File: config.mk
export PLATFORM = sky130hd
export DESIGN_NAME = sdm_ratio_modulator
export DESIGN_NICKNAME = d
export VERILOG_FILES = /design/src/rtl/sdm_ratio_modulator.sv
export SDC_FILE = /design/constraint.sdc
export NUM_CORES = 1
export LEC_CHECK = 0
export ABC_CLOCK_PERIOD_IN_PS = 8100
export BUFFER_PORTS_ARGS = -buffer_cell sky130_fd_sc_hd__buf_4
export CORE_MARGIN = 10
export CORE_UTILIZATION = 60
export CTS_CLUSTER_DIAMETER = 80
export CTS_CLUSTER_SIZE = 40
export DETAILED_ROUTE_END_ITERATION = 6
export PLACE_DENSITY = 0.87
export SYNTH_ARGS = -nofsm -noshare
export SYNTH_HDL_FRONTEND = slang
export SYNTH_SLANG_ARGS = --single-unit
File: constraint.sdc
create_clock -name in_clk -period 8.1 [get_ports in_clk]
set_input_delay 0.405 -clock in_clk [delete_from_list [all_inputs] [get_ports in_clk]]
set_output_delay 0.405 -clock in_clk [all_outputs]
set_load 0.05 [all_outputs]
File: src/rtl/sdm_ratio_modulator.sv
// sdm_ratio_modulator
// MASH 1-1-1 delta-sigma modulator and ratio encoder. The modulator drives the
// p/e program inputs of a Vaucher 2/3-cell integer divider. It is clocked by the
// divider output, so it produces one modulus per divider period. The average
// ratio is n_int + frac/2^ACC_W.
module sdm_ratio_modulator #(
   parameter int ACC_W = 16
) (
   input  logic             in_clk,
   input  logic             rst,
   input  logic             en,
   input  logic [8:0]       n_int,
   input  logic [ACC_W-1:0] frac,
   output logic [7:0]       p,
   output logic [2:0]       e,
   output logic             sat
);

   // Accumulator phases and carry delay line
   logic [ACC_W-1:0] s1, s2, s3;
   logic             c2_d, c3_d, c3_dd;

   // Combinational evaluation from the current register state
   logic [ACC_W:0]      sum1_p0, sum2_p0, sum3_p0;
   logic                c1_p0, c2_p0, c3_p0;
   logic signed [3:0]   y_p0;
   logic signed [10:0]  n_raw_p0;
   logic [9:0]          clamp_p0;
   logic [10:0]         enc_p0;

   // Limits the instantaneous ratio to the divider range 2..511.
   // Returns {sat, N[8:0]}.
   function automatic logic [9:0] clamp_ratio(input logic signed [10:0] n_raw);
      logic [9:0] r;
      if (n_raw < 11'sd2)
         r = {1'b1, 9'd2};
      else if (n_raw > 11'sd511)
         r = {1'b1, 9'd511};
      else
         r = {1'b0, n_raw[8:0]};
      return r;
   endfunction

   // Splits N into the divider word. m is the MSB index of N, and e = m-1.
   // p keeps the bits below the MSB, so N = 2^m + p. Returns {e, p}.
   function automatic logic [10:0] encode_ratio(input logic [8:0] n);
      int         m;
      logic [7:0] pw;
      m = 1;
      for (int i = 1; i < 9; i++)
         if (n[i]) m = i;
      pw = '0;
      for (int i = 0; i < 8; i++)
         if (i < m) pw[i] = n[i];
      return {3'(m - 1), pw};
   endfunction

   // Cascaded accumulators, the noise-shaping combiner, the ratio clamp and the encoding
   always_comb begin
      sum1_p0  = {1'b0, s1} + {1'b0, frac};
      sum2_p0  = {1'b0, s2} + {1'b0, sum1_p0[ACC_W-1:0]};
      sum3_p0  = {1'b0, s3} + {1'b0, sum2_p0[ACC_W-1:0]};
      c1_p0    = sum1_p0[ACC_W];
      c2_p0    = sum2_p0[ACC_W];
      c3_p0    = sum3_p0[ACC_W];
      y_p0     = 4'sd0;
      if (en)
         y_p0 = $signed({3'b000, c1_p0}) + $signed({3'b000, c2_p0})
              - $signed({3'b000, c2_d})  + $signed({3'b000, c3_p0})
              - $signed({2'b00, c3_d, 1'b0}) + $signed({3'b000, c3_dd});
      n_raw_p0 = $signed({2'b00, n_int}) + $signed({{7{y_p0[3]}}, y_p0});
      clamp_p0 = clamp_ratio(n_raw_p0);
      enc_p0   = encode_ratio(clamp_p0[8:0]);
   end

   // Advance the accumulators and the carry delay line only while modulation is enabled
   always_ff @(posedge in_clk or posedge rst) begin
      if (rst) begin
         s1    <= '0;
         s2    <= '0;
         s3    <= '0;
         c2_d  <= 1'b0;
         c3_d  <= 1'b0;
         c3_dd <= 1'b0;
      end else if (en) begin
         s1    <= sum1_p0[ACC_W-1:0];
         s2    <= sum2_p0[ACC_W-1:0];
         s3    <= sum3_p0[ACC_W-1:0];
         c2_d  <= c2_p0;
         c3_dd <= c3_d;
         c3_d  <= c3_p0;
      end
   end

   // ---- stage p0 -> output register ----
   // Register the divider program word. Reset selects N = 256.
   always_ff @(posedge in_clk or posedge rst) begin
      if (rst) begin
         p   <= 8'h00;
         e   <= 3'd7;
         sat <= 1'b0;
      end else begin
         p   <= enc_p0[7:0];
         e   <= enc_p0[10:8];
         sat <= clamp_p0[9];
      end
   end

endmodule

---- Word level (Yosys, flattened, before mapping) ----
Cells that the tools add are included.
operators by class
  order comparisons ....................... 10
  $add $sub $neg .......................... 10
  multiplexer cells ....................... 18
operators by type and width
  cell                  number
  $mux 32               6
  $lt 4x32->1 const A   4
  $lt 3x32->1 const A   2
  $add 16x16->17        3
  $lt 1x32->1 const A   1
  $lt 2x32->1 const A   1
  $mux 10               2
  $add 10x4->11         1
  $gt 11x10->1 const B  1
  $lt 11x3->1 const B   1
  $mux 1                8
  $add 3x2->4           1
  $add 4x2->4           1
  $mux 4                1
  $sub 4x3->4           1
  $sub 2x1->3           1
  $sub 3x2->3 const B   1
  $add 1x1->2           1
  $mux 2                1
word-level totals
  output and inout port bits .............. 12
  flip-flop bits (word level) ............. 63
  word-level logic and storage cells ...... 47

---- Longest topological paths before layout ----
  depth in word-level cells ............... 21
  depth in mapped cells ................... 37
  depth with buffers taken out ............ 37

---- Least setup slack after synthesis ----
No wires, ideal clock.
  path type ............................... input-to-reg
  start ................................... input frac[0]
  end ..................................... register e[2]
  required time ........................... 8.025 ns
  arrival time ............................ 7.258 ns
  stages .................................. 35
  slack ................................... 0.768 ns
  library setup time ...................... 0.075 ns
  cell sequence ........................... ha_1 > fa_1 > a211o_1 > a21oi_1 > o21ai_1 > a21oi_1 > xnor2_1 > ha_1 > nand2_1 > nor3_1 > a221oi_2 > a21oi_1 > a21o_1 > a21oi_1 > xnor2_1 > ha_1 > a21o_1 > or3_1 > o211ai_1 > o2bb2ai_1 > fa_1 > nor2_1 > ha_1 > inv_1 > fa_1 > nand2b_1 > a21oi_2 > o21ai_2 > a211oi_1 > nand2_1 > o31ai_1 > nor3_1 > nand2_1 > ha_1 > xor2_1
on the way
  elaborated cells on any way between the ends .. 22
  classes of those cells .................. add/sub: 10; order compare: 2; mux: 10
RTL lines
  what                  RTL line  source
  from (decl)           13        input logic [ACC_W-1:0] frac,
  $add 16x16->17 (*)    60        sum1_p0 = {1'b0, s1} + {1'b0, frac};
  via sum1_p0[8]        24        logic [ACC_W:0] sum1_p0, sum2_p0, sum3_p0;
  $add 16x16->17 (*)    61        sum2_p0 = {1'b0, s2} + {1'b0, sum1_p0[ACC_W-1:0]};
  via sum2_p0[13]       24
  $add 16x16->17 (*)    62        sum3_p0 = {1'b0, s3} + {1'b0, sum2_p0[ACC_W-1:0]};
  $add 3x2->4 (*)       69        - $signed({3'b000, c2_d}) + $signed({3'b000, c3_p0})
  $sub 4x3->4 (*)       70        - $signed({2'b00, c3_d, 1'b0}) + $signed({3'b000, c3_dd});
  $add 4x2->4 (*)       70
  [2 not listed]        --
  $gt 11x10->1          37        else if (n_raw > 11'sd511)
  $mux 10               37
  $mux 10 (*)           35        if (n_raw < 11'sd2)
  $mux 2                51        if (n[i]) m = i;
  $mux 32 (5 in a row)  51
  $mux 32 (*)           51
  $sub 3x2->3 (*)       55        return {3'(m - 1), pw};
  via enc_p0[10]        29        logic [10:0] enc_p0;
  to (signal assigned)  104       e <= enc_p0[10:8];
  to (decl)             15        output logic [2:0] e,
Mark *: on every way through the listed nets, which the timed path passes. The rest lies on a longest branch.
A chain may end at the register's enable or synchronous reset.

---- Worst setup path after layout ----
  start ................................... register s1[0]
  end ..................................... register p[3]
on the way
  elaborated cells on any way between the ends .. 23
  classes of those cells .................. add/sub: 9; order compare: 3; mux: 11
RTL lines
  what                    RTL line  source
  from (decl)             20        logic [ACC_W-1:0] s1, s2, s3;
  from (signal assigned)  86        s1 <= sum1_p0[ACC_W-1:0];
  $add 16x16->17 (*)      60
  via sum1_p0[8]          24
  $add 16x16->17 (*)      61
  via sum2_p0[13]         24
  $add 16x16->17 (*)      62
  $add 3x2->4 (*)         69
  $sub 4x3->4 (*)         70
  $add 4x2->4 (*)         70
  [2 not listed]          --
  $gt 11x10->1            37
  $mux 10                 37
  $mux 10 (*)             35
  $mux 2                  51
  $mux 32 (6 in a row)    51
  $lt 3x32->1             54        if (i < m) pw[i] = n[i];
  $mux 1 (*)              54
  via enc_p0[3]           29
  to (signal assigned)    103       p <= enc_p0[7:0];
  to (decl)               14        output logic [7:0] p,
Marked as above.

==> results.sh <==
export IMPL_drc=0
export IMPL_timing_critical_path_slowest_stage_cell="fa_1"
export IMPL_grt_pass1_wl_um=19320
export IMPL_end_kind="flip-flop"
export IMPL_port_buffers=39
export IMPL_clock_skew_ps=9.758
export IMPL_clock_fmax_mhz=129.7
export IMPL_drt_wl_total_um=11940
export IMPL_clockRootBuffer="clkbuf_8"
export IMPL_multi_input_area_sq_um=3541
export IMPL_grt_usage_pct=17.94
export IMPL_syn_to_final_growth_pct=15.94
export IMPL_critPathMostFrequentCell="a21oi_2"
export IMPL_critPathArrivalTime_ps=7920
export IMPL_firstDrtPassIters=5
export IMPL_final_nets=688
export IMPL_cap_violations=0
export IMPL_via_count=4226
export IMPL_ff_latch_area_sq_um=1580
export IMPL_final_common_cell="ha_1"
export IMPL_dieArea_sq_um=12660
export IMPL_relSlewSlack_pct=46.14
export IMPL_worstReg2RegStart="s1[0]"
export IMPL_start_util_pct=62.18
export IMPL_postRouteAntennaNets=0
export IMPL_synth_top_area_share_pct=29.24
export IMPL_viasPerCell=6.072
export IMPL_clkLatencyLatePin_ps=350
export IMPL_hp_class="in -> async"
export IMPL_async_reset_ff_share_pct=100.0
export IMPL_yosysWarnings=0
export IMPL_pin_count=40
export IMPL_cp_start_kind="flip-flop"
export IMPL_crit_fanout=6
export IMPL_dp_hpwl_um=8675
export IMPL_synth_edf_count=0
export IMPL_hold_ws_ps=296.0
export IMPL_period_minus_slack_ps=7711
export IMPL_ys_types=59
export IMPL_syn_nets=634
export IMPL_synth_seq_cells=63
export IMPL_syn_inst=532
export IMPL_cts_clk_slew_worst_paths_ps=70
export IMPL_status="finished clean"
export IMPL_yosys_most_used_dff="dfrtp_1"
export IMPL_antenna_cells=0
export IMPL_cts_tree="built"
export IMPL_rows=33
export IMPL_clk_path_buf_depth=2
export IMPL_cts_htree_levels=3
export IMPL_netlist_area_sq_um=5135
export IMPL_hold_viol_final=0
export IMPL_grt_overflow=0
export IMPL_fp_dieW_um=112.5
export IMPL_avgSynthCellArea_sq_um=9.652
export IMPL_grt_pass1_vias=4242
export IMPL_synth_top_area_cell="dfrtp_1"
export IMPL_yosysSeqAreaShare_pct=30.77
export IMPL_rrSetupSlack_ps=390
export IMPL_r2r_end="p[3]"
export IMPL_worstMarginPinSlew_ps=807.8
export IMPL_setup_worst_path_class="reg -> reg"
export IMPL_antenna_found_initial=0
export IMPL_post_route_util_pct=72.09
export IMPL_setup_tns_ps=0
export IMPL_first_iter_violations=215
export IMPL_clock_sinks=63
export IMPL_worstPathRequired_ps=8300
export IMPL_gp_congestion=0.8705
export IMPL_die_height_um=112.5
export IMPL_num_fill_cells=574
export IMPL_grt_max_degree=64
export IMPL_layout_drive_gt1_share_pct=24.70
export IMPL_synthTopCellsByArea="dfrtp_1 29%, ha_1 17%, mux2_2 9.0%"
export IMPL_design_core_area_sq_um=8258
export IMPL_ff2ff_path_depth=33
export IMPL_finalCritPeriodShare_pct=95.20
export IMPL_avgRoutedWirePerCell_um=17.16
export IMPL_finalSetupViolCount=0
export IMPL_cts_buffers=9
export IMPL_layout_common_cells="66 x ha_1, 60 x dfrtp_1, 51 x buf_4, 46 x nor2_1, 41 x mux2_2"
export IMPL_drv_slew=0
export IMPL_max_stage_delay_ps=450
==> timing repair <==
item | CTS | global route
buffers inserted | 0 | 3
resized for setup | 0 | 28
hold buffers | 0 | 0
setup endpoints to repair | 0 | 12
==> Yosys cell counts (4+ instances only) <==
cell type and n:
a211oi_1 6, a21o_1 17, a21oi_1 41, a21oi_2 4, a31oi_1 5, clkbuf_1 6
dfrtp_1 60, fa_1 6, ha_1 68, inv_1 25, mux2_2 41, nand2_1 25
nand2b_1 10, nand3_1 4, nor2_1 46, nor2b_1 4, nor3_1 12, o211ai_1 4
o21a_1 7, o21ai_0 22, o21ai_1 13, o21bai_1 5, xnor2_1 35, xor2_1 11
==> registers in the layout, summed over array words and instances (netlist names) <==
signal,flops
c2_d,1
c3_d,1
c3_dd,1
e,3
p,8
s1,16
s2,16
s3,16
sat,1
==> per-layer routing <==
metal  routed length [um]  GRT usage (%)
met5                    0              0
met3                  684          4.420
met1                 5168          22.35
met4                  274          6.176
met2                 5813          29.59
==> worst max-delay path by stage <==
stage,from,slack [ps],end
floorplan,frac[0],770,e[2]
global placement,frac[0],240,e[2]
detailed placement,frac[0],-80,e[2]
CTS,s1[0],8,e[2]
global route,s1[0],-100,p[3]
finish,s1[0],390,p[3]
==> area by class of cell <==
| class | instances | area share [%] |
|---|---|---|
| Timing Repair Buffer | 51 | 6.431 |
| Clock buffer | 13 | 2.669 |
| Sequential cell | 63 | 26.54 |
| Multi-Input combinational cell | 436 | 59.48 |
| Tap cell | 105 | 2.207 |
| Clock inverter | 3 | 1.093 |
| Inverter | 25 | 1.576 |
==> through the flow <==
stage | cell area, sq um | instances | setup WS, ps
after floorplan | 5135 | 532 | 767.7
after global placement | 5595 | 677 | 244.8
after detailed placement | 5595 | 677 | -84.27
after CTS | 5819 | 693 | 7.987
after global routing | 5953 | 696 | -100.7
final | 5953 | 696 | 389.0
==> worst max-delay path, delay by kind of cell (launching register included) <==
kind | cells | cell delay, ps
AO/OA/AOI/OAI | 15 | 3290
XOR/XNOR | 3 | 470
adder cells (fa/ha/maj) | 7 | 2280
buffers and inverters | 2 | 230
flip-flops | 1 | 390
AND/OR/NAND/NOR | 6 | 900
==> logic make-up after synthesis <==
logic type | synth area share (%)
buffers and inverters | 2.436
muxes | 9.478
DFF | 30.77
adders and majority gates | 18.91
xor gates and xnor gates | 7.846
AOI/OAI and AO/OA | 19.30
and+or+nand+nor | 11.26
Power is left out: the tool's default activity adds up to more than one toggle a clock period on the data nets, which glitch-free logic cannot reach.
